**config.mk**
```make
export PLATFORM = sky130hd
export DESIGN_NAME = zl_fifo_sc
export DESIGN_NICKNAME = d
export VERILOG_FILES = /design/src/rtl/zl_fifo_sc_pkg.sv /design/src/rtl/zl_fifo_mem.sv /design/src/rtl/zl_fifo_sc.sv
export VERILOG_INCLUDE_DIRS = /design/src /design/src/rtl
export SDC_FILE = /design/constraint.sdc
export NUM_CORES = 1
export LEC_CHECK = 0
export ABC_AREA = 1
export BUFFER_PORTS_ARGS = -buffer_cell sky130_fd_sc_hd__buf_2
export CORE_UTILIZATION = 40
export CTS_CLUSTER_DIAMETER = 60
export DETAILED_ROUTE_END_ITERATION = 6
export PLACE_DENSITY_LB_ADDON = 0.3
export REMOVE_ABC_BUFFERS = 1
export SLEW_MARGIN = 25
export SYNTH_ARGS = -nofsm -noshare
export SYNTH_HDL_FRONTEND = slang
export SYNTH_SLANG_ARGS = --single-unit
```
**constraint.sdc**
```tcl
create_clock -name clk -period 2.5 [get_ports clk]
set_clock_uncertainty 0.05 [all_clocks]
set_input_delay 0.125 -clock clk [delete_from_list [all_inputs] [get_ports clk]]
set_output_delay 0.125 -clock clk [all_outputs]
set_load 0.005 [all_outputs]
```
**src/rtl/zl_fifo_defs.vh**
```
// Shared definitions for the zl_fifo family: elaboration-time parameter checks.
`ifndef ZL_FIFO_DEFS_VH
`define ZL_FIFO_DEFS_VH

// Expands to a generate-if that stops elaboration on an illegal depth or threshold.
`define ZL_FIFO_CHECK_PARAMS(AW, DEPTH, AF, AE) \
    if ((AW) < 1 || (AF) < 1 || (AF) > (DEPTH) || (AE) < 0 || (AE) > (DEPTH) - 1) begin : g_param_err \
        $error("zl_fifo: illegal AddrWidth or threshold parameters"); \
    end

`endif

```
**src/rtl/zl_fifo_sc_pkg.sv**
```systemverilog
// Types shared by the zl_fifo_sc top and its storage.
package zl_fifo_sc_pkg;

    typedef enum logic [1:0] {
        OP_NONE = 2'b00,
        OP_POP  = 2'b01,
        OP_PUSH = 2'b10,
        OP_BOTH = 2'b11
    } fifo_op_e;

    function automatic fifo_op_e fifo_op(input logic push, input logic pop);
        return fifo_op_e'({push, pop});
    endfunction

endpackage

```
**src/rtl/zl_fifo_mem.sv**
```systemverilog
// Depth x Width register array: one synchronous write port, one combinational read port.
module zl_fifo_mem #(
    parameter int Width     = 8,
    parameter int AddrWidth = 4
) (
    input  logic                 clk,
    input  logic                 rst_n,
    input  logic                 we,
    input  logic [AddrWidth-1:0] waddr,
    input  logic [Width-1:0]     wdata,
    input  logic [AddrWidth-1:0] raddr,
    output logic [Width-1:0]     rdata
);
    localparam int Depth = 1 << AddrWidth;

    logic [Depth-1:0][Width-1:0] mem_q;

    always_ff @(posedge clk or negedge rst_n) begin
        if (!rst_n)  mem_q        <= '0;
        else if (we) mem_q[waddr] <= wdata;
    end

    assign rdata = mem_q[raddr];

endmodule

```
**src/rtl/zl_fifo_sc.sv**
```systemverilog
// Parametrised single-clock req/ack FIFO with occupancy, almost flags and flush.
// Optional high-water mark tracker enabled by defining ZL_FIFO_SC_HWM_EN.
`include "zl_fifo_defs.vh"

module zl_fifo_sc
    import zl_fifo_sc_pkg::*;
#(
    parameter int Width          = 8,
    parameter int AddrWidth      = 4,
    parameter int AlmostFullThr  = 12,
    parameter int AlmostEmptyThr = 2
) (
    input  logic                 clk,
    input  logic                 rst_n,
    input  logic                 flush,
    input  logic                 data_in_req,
    output logic                 data_in_ack,
    input  logic [Width-1:0]     data_in,
    output logic                 data_out_req,
    input  logic                 data_out_ack,
    output logic [Width-1:0]     data_out,
    output logic [AddrWidth:0]   used,
    output logic                 almost_full,
    output logic                 almost_empty
`ifdef ZL_FIFO_SC_HWM_EN
    ,
    input  logic                 hwm_clr,
    output logic [AddrWidth:0]   hwm
`endif
);
    localparam int Depth = 1 << AddrWidth;
    localparam logic [AddrWidth:0] DepthW = (AddrWidth + 1)'(Depth);
    localparam logic [AddrWidth:0] AfThr  = (AddrWidth + 1)'(AlmostFullThr);
    localparam logic [AddrWidth:0] AeThr  = (AddrWidth + 1)'(AlmostEmptyThr);
    localparam logic [AddrWidth:0] One    = (AddrWidth + 1)'(1);

    `ZL_FIFO_CHECK_PARAMS(AddrWidth, Depth, AlmostFullThr, AlmostEmptyThr)

    logic [AddrWidth-1:0] wr_ptr_q, rd_ptr_q;
    logic [AddrWidth:0]   used_q, used_d;
    logic                 full, empty, push, pop;
    fifo_op_e             op;

    // Full/empty come from the count only; pointers alone are ambiguous when equal.
    assign full  = (used_q == DepthW);
    assign empty = (used_q == '0);
    assign push  = data_in_req  && !full  && !flush;
    assign pop   = data_out_ack && !empty && !flush;
    assign op    = fifo_op(push, pop);

    always_comb begin
        used_d = used_q;
        case (op)
            OP_PUSH: used_d = used_q + One;
            OP_POP:  used_d = used_q - One;
            default: used_d = used_q;
        endcase
    end

    always_ff @(posedge clk or negedge rst_n) begin
        if (!rst_n) begin
            wr_ptr_q <= '0;
            rd_ptr_q <= '0;
            used_q   <= '0;
        end else if (flush) begin
            wr_ptr_q <= '0;
            rd_ptr_q <= '0;
            used_q   <= '0;
        end else begin
            if (push) wr_ptr_q <= wr_ptr_q + 1'b1;
            if (pop)  rd_ptr_q <= rd_ptr_q + 1'b1;
            used_q <= used_d;
        end
    end

    zl_fifo_mem #(
        .Width     (Width),
        .AddrWidth (AddrWidth)
    ) u_mem (
        .clk   (clk),
        .rst_n (rst_n),
        .we    (push),
        .waddr (wr_ptr_q),
        .wdata (data_in),
        .raddr (rd_ptr_q),
        .rdata (data_out)
    );

    assign data_in_ack  = push;
    assign data_out_req = !empty;
    assign used         = used_q;
    assign almost_full  = (used_q >= AfThr);
    assign almost_empty = (used_q <= AeThr);

`ifdef ZL_FIFO_SC_HWM_EN
    logic [AddrWidth:0] hwm_q;

    // Occupancy only rises on push-only cycles, so those are the only candidates for a new peak.
    always_ff @(posedge clk or negedge rst_n) begin
        if (!rst_n)                                hwm_q <= '0;
        else if (hwm_clr)                          hwm_q <= used_q;
        else if (op == OP_PUSH && used_d > hwm_q)  hwm_q <= used_d;
    end

    assign hwm = hwm_q;
`endif

endmodule

```
* After elaboration in Yosys (flattened, before gate mapping)
Index checks and enable logic that the tools add are counted.
Storage, ports and cells: register bits 141, logic and storage cells 54, output and inout port bits 17
Operators by class: order comparisons 5, add/sub/neg operators 4, equal/unequal tests 3, multiplexer cells 11, reductions and logical operators 12
Operator list (number):
- $bwmux 128 | 1
- $bmux 8 s4 | 1
- $demux 8 s4 | 1
- $mux 4 | 4
- $mux 8 | 2
- $lt 4x5->1 const B | 2
- $pmux 5 s2 | 1
- $add 4x1->4 const B | 2
- $add 5x1->5 const B | 1
- $eq 5x5->1 const B | 1
- $ge 5x4->1 const B | 1
- $le 5x2->1 const B | 1
- $logic_and 1x1->1 | 5
- $logic_not 5->1 | 1
- $mux 5 | 1
- $sub 5x1->5 const B | 1
- $ge 4x1->1 const B | 1
- $reduce_bool 2->1 | 2
- $logic_not 1->1 | 3
- $reduce_bool 3->1 | 1
- $eq 2x1->1 const B | 1
- $eq 2x2->1 const B | 1

* Logic depth before layout (Yosys ltp)
Gate-level depths: netlist of the first run.
depth in word-level cells 7, gate-level depth with buffers 15

* By module
From an unflattened synthesis of the first run, not the netlist that was laid out.
Second synthesis, totals: cell total of the unflattened synthesis 951, area, all modules 7165.6 µm²
Modules (own cells, without submodules):
- zl_fifo_mem | seq. area each 3203.1 µm², cells each 850, instances 1, area an instance 6271.0 µm²
- zl_fifo_sc | seq. area each 325.3 µm², cells each 101, instances 1, area an instance 894.6 µm²

* Least setup slack after synthesis of the first run
No wires, ideal clock.
kind register to register, start point reg used_q[1] (netlist: used[1]), end point reg used_q[4] (netlist: used[4]), library setup time 0.117 ns, stages on the path, launching flop included 15, arrival time 1.891 ns, required time 2.333 ns, path slack 0.443 ns, buffers on the path 0, clock period less this slack 2.057 ns, cell sequence dfrtp_1 nor2_1 nand3_2 nand2_1 inv_1 nor2_1 ha_1 a21oi_1 nand3_1 nand2_1 inv_1 nand2_1 nand2_1 nand2_1 nand2_1
Between the ends: word-level cells in the longest chain between the ends 7
RTL lines:
- start: declaration | RTL line zl_fifo_sc.sv:40 | logic [AddrWidth:0] used_q, used_d;
- start signal: assignment | RTL line zl_fifo_sc.sv:72 | used_q <= used_d;
- $eq 5x5->1 / $logic_not 5->1 (equally long branches) | RTL line zl_fifo_sc.sv:45, zl_fifo_sc.sv:46
- $logic_not 1->1 (on tied branches) | RTL line zl_fifo_sc.sv:47, zl_fifo_sc.sv:48
- $logic_and 1x1->1 (on tied branches) (2 in series) | RTL line zl_fifo_sc.sv:47, zl_fifo_sc.sv:48
- $eq 2x1->1 / $eq 2x2->1 (equally long branches) | RTL line zl_fifo_sc.sv:53 | case (op)
- $pmux 5 s2 | RTL line zl_fifo_sc.sv:53
- $mux 5 | RTL line zl_fifo_sc.sv:65 | end else if (flush) begin
Several ways; a longest one is shown, not always the timed one. A chain may end at the register's enable or synchronous reset.

* Worst setup path after layout of the first run
start point reg rd_ptr_q[0], end point out data_out[4]
Between the ends: word-level cells in the longest chain between the ends 2
RTL lines:
- start: declaration | RTL line zl_fifo_sc.sv:39 | logic [AddrWidth-1:0] wr_ptr_q, rd_ptr_q;
- start signal: assignment | RTL line zl_fifo_sc.sv:71 | if (pop) rd_ptr_q <= rd_ptr_q + 1'b1;
- $bmux 8 s4 | RTL line zl_fifo_mem.sv:23 | assign rdata = mem_q[raddr];
- $mux 8 (not written as such) | RTL line zl_fifo_mem.sv:23
- end: declaration | RTL line zl_fifo_sc.sv:21 | output logic [Width-1:0] data_out,
No other way between the ends. The select of a mux whose other input is x is not followed.

==> results of run 1 <==
cell families (layout without fill, tap and decap cells):
group | after synthesis | after routing
compound gates | 253 | 253
xor+xnor | 2 | 2
fa+ha+maj | 9 | 9
buf+inv | 131 | 157
flops | 141 | 141
simple gates | 311 | 311
synthesized netlist by cell type:
cell type	count
buf_4	4
buf_6	11
dfrtp_1	141
inv_1	76
clkinv_1	2
nand3_1	41
nor3_1	2
a2111oi_0	1
nand2_8	1
o211ai_1	32
nor2_1	24
nand2_4	1
o21ai_0	173
nand2_1	222
ha_1	8
buf_1	1
a21oi_1	37
and2_1	1
xnor2_1	2
nor2_4	5
fa_1	1
nand3_4	7
inv_4	1
o21a_1	1
buf_12	1
clkbuf_1	23
buf_2	12
nor3_4	2
nor2_2	3
nand3b_1	1
nand3_2	1
o21ai_1	9
worst register-to-register path, cell delays in order (launching register included):
cell	delay [ns]
dfrtp_1	0.45
nor2_1	0.09
nand3_1	0.14
nand3_1	0.15
inv_1	0.10
nand2_1	0.08
fa_1	0.41
nand3b_1	0.21
nand2_1	0.09
nand2_1	0.04
nand2_1	0.07
inv_1	0.04
nand2_1	0.05
nand2_1	0.04
nand2_1	0.05
nand2_1	0.05
metal layers:
layer  vias to the layer above  track usage
li1                       2819            -
met1                      2735        0.297
met2                       147        0.338
met3                        24       0.0495
met4                         0       0.0618
met5                         -            0
stage by stage:
stage,cell area [um2],total power (W),util,TNS [ns]
after floorplan,6740,0.00401,-,-4.52
after global placement,7350,0.00486,0.425,0
after detailed placement,7350,0.00489,0.425,0
after CTS,7940,0.00739,0.459,0
after global routing,7950,0.00776,0.459,-0.000783
final,7950,0.00734,0.459,0
where the power goes:
part	switching [W]	total (W)	internal (W)
sequential	0.000292	0.00291	0.00262
combinational	0.00124	0.00197	0.000730
clock	0.000930	0.00247	0.00154
total	0.00246	0.00734	0.00488
cell type report:
cell class,count,area (um2)
fillers,1703,9350
flip-flops and latches,141,3540
multi-input cells,575,2920
clock buffers,24,482
repair buffers,47,342
inverters,79,299
well taps,225,282
clock inverters,7,87.6
layout by cell type (no fill, tap or decap), types with 2 or more instances in the layout:
cell type / n
xnor2_1: 2
nand3_4: 7
o21ai_0: 173
bufinv_16: 2
clkbuf_1: 4
clkinv_1: 2
clkbuf_16: 17
buf_4: 12
dfrtp_2: 3
nand3_1: 41
nor2_1: 23
nor3_1: 2
nor2_4: 5
o21ai_1: 9
a21oi_1: 36
ha_1: 8
buf_12: 4
nand2_1: 222
inv_1: 76
nor2_2: 4
buf_2: 28
nor3_4: 2
clkbuf_8: 3
dfrtp_1: 137
o211ai_1: 32
dlygate4sd3_1: 2
clkinv_2: 4
what timing repair did:
| action | in CTS | in global routing |
|---|---|---|
| endpoints found under the setup margin | 0 | 1 |
| hold buffers | 2 | 0 |
| endpoints found under the hold margin | 59 | 0 |
| gates resized for setup | 0 | 4 |
worst paths after layout:
path                                      start  slack (ns)               to  depth (start not counted)
worst max-delay path                rd_ptr_q[0]        0.17      data_out[4]                          7
worst min-delay path                 data_in[5]        0.03  u_mem.mem_q[37]                          3
worst max register to register          used[3]        0.27          used[4]                         15
worst min register to register  u_mem.mem_q[68]        0.42  u_mem.mem_q[68]                          2
max in group asynchronous                 rst_n        1.48  u_mem.mem_q[10]                          3
min in group asynchronous                 rst_n        0.22  u_mem.mem_q[75]                          2
state kept, by name, indices dropped and copies added (netlist names):
| register | count |
|---|---|
| used | 5 |
| wr_ptr_q | 4 |
| u_mem.mem_q | 128 |
| rd_ptr_q | 4 |
==> metrics.yaml, run 1 <==
timing:
  finalMaxSlewViolations: 0
  finalCriticalPeriod_ns: 2.33
  fin_crit_sh: 0.934
  fmax_ghz: 0.428
  maxSlewHeadroom: 0.578
  worstMarginPinSlew_ns: 0.629
  timing.hold.ws_ns: 0.0296
  timing.final.ws_setup_ns: 0.166
  finalSetupViolCount: 0
  final_hold_viol_count: 0
setup_path:
  crit_fanout: 43
  cpPeakStageDelay_ns: 0.73
  crit_type: "register to output port"
  critical-path-top-delay-family: "flip-flops"
  path_common_cell: "nand3_1"
  worstPathRequired_ns: 2.33
  crit_buf_inv: 2
  cpMaxStageDelayCell: "dfrtp_4"
  crit_arrival_ns: 2.16
  start_kind: "register"
  endpoint_kind: "output port"
  crit_chain: "buf_4 -> a21oi_1 -> o21ai_0 -> nand3_1 -> nand3_1 -> nand2_1 -> buf_2"
drt:
  wl_met2_mm: 8.31
  routed_wl_mm: 18.1
  drt_iter0_markers: 479
  wl_met1_mm: 8.65
  drc: 0
  vias: 5725
  ant_nets: 0
  top_layer: "met4"
  dr_wl_met3_um: 843
  routed_via_density: 5.21
  drt_pre_antenna_iters: 5
  wl_per_cell_um: 16.5
synthesis:
  synth_area_leader_cell: "dfrtp_1"
  yosysUniqueCellTypes: 32
  synth_compound_area_frac: 0.191
  yosys_register_bits: 141
  synth_xor_area_frac: 0.00248
  syn-mean-instance-area_um2: 8.34
  synth_top_family_by_area: "simple AND/OR/NAND/NOR gates"
  synthSimpleGateAreaFrac: 0.202
  syn-cell-area_um2: 7070
  synthMuxAreaShare: 0
  synthAdderAreaFrac: 0.0170
  synth_top_cells_by_area: "dfrtp_1, o21ai_0, nand2_1, inv_1, o211ai_1"
  synth_warnings: 0
  synth_top_area_frac: 0.499
  synth-seq-area-share: 0.499
  synthCells: 847
cts:
  cts_buffers: 17
  clock_latency_ns: 0.42
  cts_tree: "done"
  postCtsSetupRepairBufs: 0
  htreeDepth: 4
  cts_num_sinks: 141
  cts.path.max_buffers: 2
  cts.clk_slew.worst_paths_ns: 0.06
  cts_root_buf: "clkbuf_16"
place:
  pre_cts_ws_ns: 0.209
  placedCellCount: 1065
  port_buffers: 29
  dp_hpwl_mm: 12.2
  place_congestion: 0.824
final_layout:
  diodes: 0
  layout-drive-gt1-share: 0.113
  area_delta_synth_final_pct: 12.5
  final_cell_count_no_fill: 1098
  fin_nets: 883
global_routing:
  antenna_found_initial: 0
  grt_pass1_wl_mm: 29.8
  grt_pass1_vias: 5541
  grt_max_degree: 63
  grtUsageTotal: 0.215
  grt_overflow: 0
min_path:
  hp-class: "primary input to register"
floorplan:
  die_area_um2: 18200
  core_area_um2: 17300
  io_pins: 30
  chipWidth_um: 135
  rows: 48
  start_util: 0.408
  die_y_um: 135
run:
  maxCapViolations: 0
power:
  power_density_nw_per_um2: 924
  ir_drop_mv: 0.526
  power_leakage_nw: 3.77
outcome:
  status: "finished clean"
(Power assumes the default switching activity.)
==> inputs of run 2 (changes only) <==
CORE_ASPECT_RATIO = 0.75   (was unset)
==> metrics.yaml, run 2 (synthesized netlist as in run 1, its figures left out) <==
outcome:
  status: "finished clean"
floorplan:
  die_area_um2: 18200
  io_pins: 30
  chipWidth_um: 155
  die_y_um: 117
  core_area_um2: 17000
  rows: 41
  start_util: 0.415
final_layout:
  final_cell_count_no_fill: 1118
  fill_cells: 1655
  area_delta_synth_final_pct: 14.6
  fin_util: 0.475
  fin_nets: 891
  largest_reg_flops: 128
  largest_register: "u_mem.mem_q"
  layout_common_cells: "nand2_1, o21ai_0, dfrtp_1, inv_1, nand3_1"
  diodes: 0
  layout-drive-gt1-share: 0.124
  final_common_cell: "nand2_1"
  final_cell_area_um2: 8100
power:
  power_density_nw_per_um2: 981
  power_switching_w: 0.00269
  power_leakage_nw: 3.85
  ir_drop_mv: 0.443
  pwr-share-comb: 0.272
  power_frac_clock: 0.367
  pwr-share-seq: 0.362
  swShare: 0.339
  power.internal_w: 0.00525
min_path:
  hp-class: "primary input to register"
  holdCritStartpoint: "data_in[3]"
global_routing:
  grt_overflow: 0
  antenna_found_initial: 0
  grt_pass1_vias: 5621
  grtUsageTotal: 0.236
  grt_max_degree: 63
  grt_pass1_wl_mm: 31.9
run:
  maxCapViolations: 0
drt:
  routed_wl_mm: 19.9
  drt_pre_antenna_iters: 5
  drc: 0
  wl_per_cell_um: 17.8
  routed_via_density: 5.27
  drt_iter0_markers: 458
  vias: 5889
  ant_nets: 0
place:
  pre_cts_ws_ns: 0.205
  placed_cell_area_um2: 7400
  place_congestion: 0.841
  placedCellCount: 1084
  port_buffers: 29
  dp_hpwl_mm: 13.4
cts:
  cts.clk_slew.worst_paths_ns: 0.06
  cts_tree: "done"
  cts_buffers: 17
  postCtsSetupRepairBufs: 0
  cts_num_sinks: 141
  cts_root_buf: "clkbuf_16"
  cts.path.max_buffers: 2
  htreeDepth: 4
  clock_latency_ns: 0.42
timing:
  fmax_ghz: 0.413
  timing.final.ws_setup_ns: 0.0806
  finalCriticalPeriod_ns: 2.42
  worstMarginPinSlew_ns: 0.600
  fin_setup_tns_ns: 0
  maxSlewHeadroom: 0.600
  finalSetupViolCount: 0
  finalMaxSlewViolations: 0
  final_hold_viol_count: 0
  fin_crit_sh: 0.968
  rsz0062_at_grt: "false"
setup_path:
  crit_buf_inv: 3
  crit_chain: "inv_1 -> buf_4 -> nor2_1 -> o211ai_1 -> nand3_1 -> nand2_1 -> buf_2"
  worstPathRequired_ns: 2.33
  crit_fanout: 26
  cpPeakStageDelay_ns: 0.61
  start_kind: "register"
  crit_type: "register to output port"
  crit_arrival_ns: 2.24
  r2r_start: "used[1]"
  cp-startpoint: "rd_ptr_q[0]"
  endpoint_kind: "output port"
  critical-path-top-delay-family: "buffers and inverters"
  ff2ff_setup_slack_ns: 0.25
  cpMaxStageDelayCell: "dfrtp_4"
[run 2: cell count changes in the layout (fill, tap and decap cells not counted), moves of 2 or more]
cell and delta:
clkbuf_8 -2, clkinv_4 +2, inv_6 +2, dfrtp_1 +2
clkbuf_1 -4, dfrtp_2 -2, o21ai_0 -4, buf_12 -2
o21ai_1 +4, bufinv_16 +4, buf_4 +10
[run 2: worst paths after layout]
path                              endpoint  cells after the start
max                            data_out[5]                      7
min                        u_mem.mem_q[35]                      3
max reg2reg                        used[4]                     15
min reg2reg                u_mem.mem_q[71]                      2
max in group asynchronous  u_mem.mem_q[27]                      3
min in group asynchronous  u_mem.mem_q[35]                      2
[run 2: power by group through the flow]
stage | clock network (W) | logic [W] | registers [W]
final | 0.00291 | 0.00216 | 0.00287
after detailed placement | 0 | 0.00211 | 0.00290
after global placement | 0 | 0.00211 | 0.00289
after floorplan | 0 | 0.00106 | 0.00295
after global routing | 0.00304 | 0.00241 | 0.00292
after CTS | 0.00294 | 0.00213 | 0.00286
[run 2: worst reg2reg max path, cell delays in order, from the launching register on]
cell	delay [ns]
dfrtp_1	0.45
nor2_1	0.20
nand3_2	0.14
nand2_1	0.13
inv_1	0.08
nor2_2	0.18
ha_1	0.30
a21oi_1	0.19
nand2_1	0.08
nand2_1	0.06
nand2_1	0.06
inv_1	0.05
nand2_1	0.04
nand2_1	0.06
nand2_1	0.05
nand2_1	0.08
[run 2: layout make-up]
cell class	instances	area [um2]	area share
Clock buffer	18	439	0.0542
Clock inverter	14	238	0.0294
Tap cell	236	295	0.0365
Multi-Input combinational cell	575	2920	0.360
Inverter	79	299	0.0369
Sequential cell	141	3530	0.436
Timing Repair Buffer	55	377	0.0465
[run 2: metal layers]
layer / vias up / part of all wire / global-route usage
li1: 2832 / - / -
met4: 0 / 0.013 / 0.0765
met2: 224 / 0.41 / 0.329
met3: 27 / 0.098 / 0.0681
met1: 2806 / 0.48 / 0.350
met5: - / 0 / 0
[run 2: stage by stage]
stage / hold WS [ns] / total power, W
4_1_cts: 0.0134 / 0.00794
5_1_grt: 0.0433 / 0.00837
3_3_place_gp: 0.0973 / 0.00500
3_5_place_dp: 0.104 / 0.00501
6_report: 0.0258 / 0.00795
2_1_floorplan: -0.221 / 0.00401
[run 2: timing repair]
action                                  in CTS  in global routing
hold endpoints to repair                    59                  0
hold buffers                                 2                  0
endpoints found under the setup margin       0                  4
gates resized for setup                      0                  5
==> inputs of run 3 (changes only) <==
CELL_PAD_IN_SITES_DETAIL_PLACEMENT = 1   (was unset)
CELL_PAD_IN_SITES_GLOBAL_PLACEMENT = 2   (was unset)
CORE_UTILIZATION = 38   (was 40)
==> metrics.yaml, run 3 (synthesized netlist as in run 1, its figures left out) <==
outcome:
  status: "finished clean"
run:
  maxCapViolations: 0
drt:
  ant_nets: 0
  drt_iter0_markers: 460
  drc: 0
  routed_via_density: 5.40
  routed_wl_mm: 22.3
  vias: 6043
  drt_pre_antenna_iters: 5
  wl_per_cell_um: 19.9
timing:
  finalMaxSlewViolations: 0
  finalSetupViolCount: 0
  finalCriticalPeriod_ns: 2.35
  fmax_ghz: 0.426
  rsz0062_at_grt: "false"
  timing.hold.ws_ns: 0.0305
  maxSlewHeadroom: 0.497
  fin_crit_sh: 0.939
  worstMarginPinSlew_ns: 0.752
  final_hold_viol_count: 0
floorplan:
  start_util: 0.394
  die_area_um2: 19100
  chipWidth_um: 159
  die_y_um: 120
  core_area_um2: 17900
  io_pins: 30
  rows: 42
cts:
  clock_latency_ns: 0.43
  cts.clk_slew.worst_paths_ns: 0.06
  htreeDepth: 4
  cts_tree: "done"
  cts.path.max_buffers: 2
  cts_root_buf: "clkbuf_16"
  cts_num_sinks: 141
  cts_buffers: 17
setup_path:
  cpPeakStageDelay_ns: 0.63
  start_kind: "register"
  endpoint_kind: "output port"
  path_common_cell: "nand3_1"
  worstPathRequired_ns: 2.33
  crit_type: "register to output port"
  crit_fanout: 22
  crit_chain: "buf_4 -> a21oi_1 -> o21ai_0 -> nand3_1 -> nand3_1 -> nand2_1 -> buf_2"
  cpMaxStageDelayCell: "dfrtp_4"
  crit_arrival_ns: 2.17
global_routing:
  grt_pass1_vias: 6343
  antenna_found_initial: 0
  top_usage_layer: "met2"
  met3_usage: 0.0353
  grtUsageMet2: 0.379
  grt_max_degree: 65
  globalRouteMet1Util: 0.363
  grt_pass1_wl_mm: 35.9
  grt_overflow: 0
  grtUsageTotal: 0.247
place:
  port_buffers: 29
  dp_hpwl_mm: 14.8
  place_congestion: 0.786
final_layout:
  seqCellArea_um2: 3540
  layout_common_cells: "nand2_1, o21ai_0, dfrtp_1, inv_1, nand3_1"
  diodes: 0
  fin_nets: 886
  largest_reg_flops: 128
  largest_register: "u_mem.mem_q"
  multiInputGateArea_um2: 2930
  final_common_cell: "nand2_1"
  layout-drive-gt1-share: 0.122
  area_delta_synth_final_pct: 14.1
  fill_cells: 2141
power:
  power_density_nw_per_um2: 970
  power_leakage_nw: 3.80
  finalPower_w: 0.00782
  ir_drop_mv: 0.440
min_path:
  hp-class: "primary input to register"
[run 3: cell count changes in the layout (fill, tap and decap cells not counted), sizes merged]
| cell | previous run | this run |
|---|---|---|
| buf | 53 | 47 |
| clkbuf | 18 | 21 |
| clkinvlp | 1 | 4 |
| bufinv | 6 | 4 |
| clkinv | 7 | 5 |
| inv | 79 | 77 |
| dlygate4sd3 | 2 | 3 |
[run 3: critical path, delay by kind of cell (launching register included)]
family | cells | cell delay (ns)
compound gates | 2 | 0.39
buf+inv | 2 | 0.37
flops | 1 | 0.63
simple gates | 3 | 0.34
[run 3: power by group]
part	leakage (nW)	internal [W]	switching [W]	total, W
combinational	1.79	0.000762	0.00150	0.00226
clock	0.293	0.00169	0.000995	0.00269
sequential	1.71	0.00262	0.000255	0.00287
total	3.80	0.00507	0.00275	0.00782
[run 3: final timing paths]
kind	startpoint	end	slack (ns)	cells past startpoint
worst max-delay path	rd_ptr_q[0]	data_out[1]	0.15	7
worst min-delay path	data_in[2]	u_mem.mem_q[34]	0.03	3
worst max register to register	used[1]	used[4]	0.19	15
worst min register to register	u_mem.mem_q[119]	u_mem.mem_q[119]	0.43	2
max in group asynchronous	rst_n	u_mem.mem_q[87]	1.45	3
min in group asynchronous	rst_n	u_mem.mem_q[77]	0.21	2
[run 3: area by class of cell]
class,instances,share of cell area
repair buffers,50,0.0464
flip-flops and latches,141,0.439
clock inverters,11,0.0206
well taps,242,0.0375
inverters,79,0.0375
clock buffers,21,0.0558
multi-input cells,575,0.363
[run 3: per-stage QoR]
| stage | setup WS, ns | cell area [um2] | TNS [ns] | util | std cells |
|---|---|---|---|---|---|
| final | 0.153 | 8070 | 0 | 0.450 | 1119 |
| after global routing | 0.0116 | 8070 | 0 | 0.450 | 1119 |
| after CTS | 0.0452 | 8030 | 0 | 0.448 | 1118 |
| after detailed placement | 0.0178 | 7380 | 0 | 0.412 | 1083 |
| after global placement | 0.220 | 7380 | 0 | 0.412 | 1083 |
| after floorplan | -0.552 | 6740 | -4.52 | - | 795 |
[run 3: routing by layer]
metal / up-vias / wire (um)
li1: 2821 / -
met1: 3066 / 11300
met2: 129 / 9970
met3: 27 / 757
met4: 0 / 280
met5: - / 0
[run 3: what timing repair did]
action                     in CTS  in global routing
buffers inserted                0                  1
gates resized for setup         1                  9
hold endpoints to repair       62                  0
hold buffers                    3                  0
setup endpoints to repair       1                  6
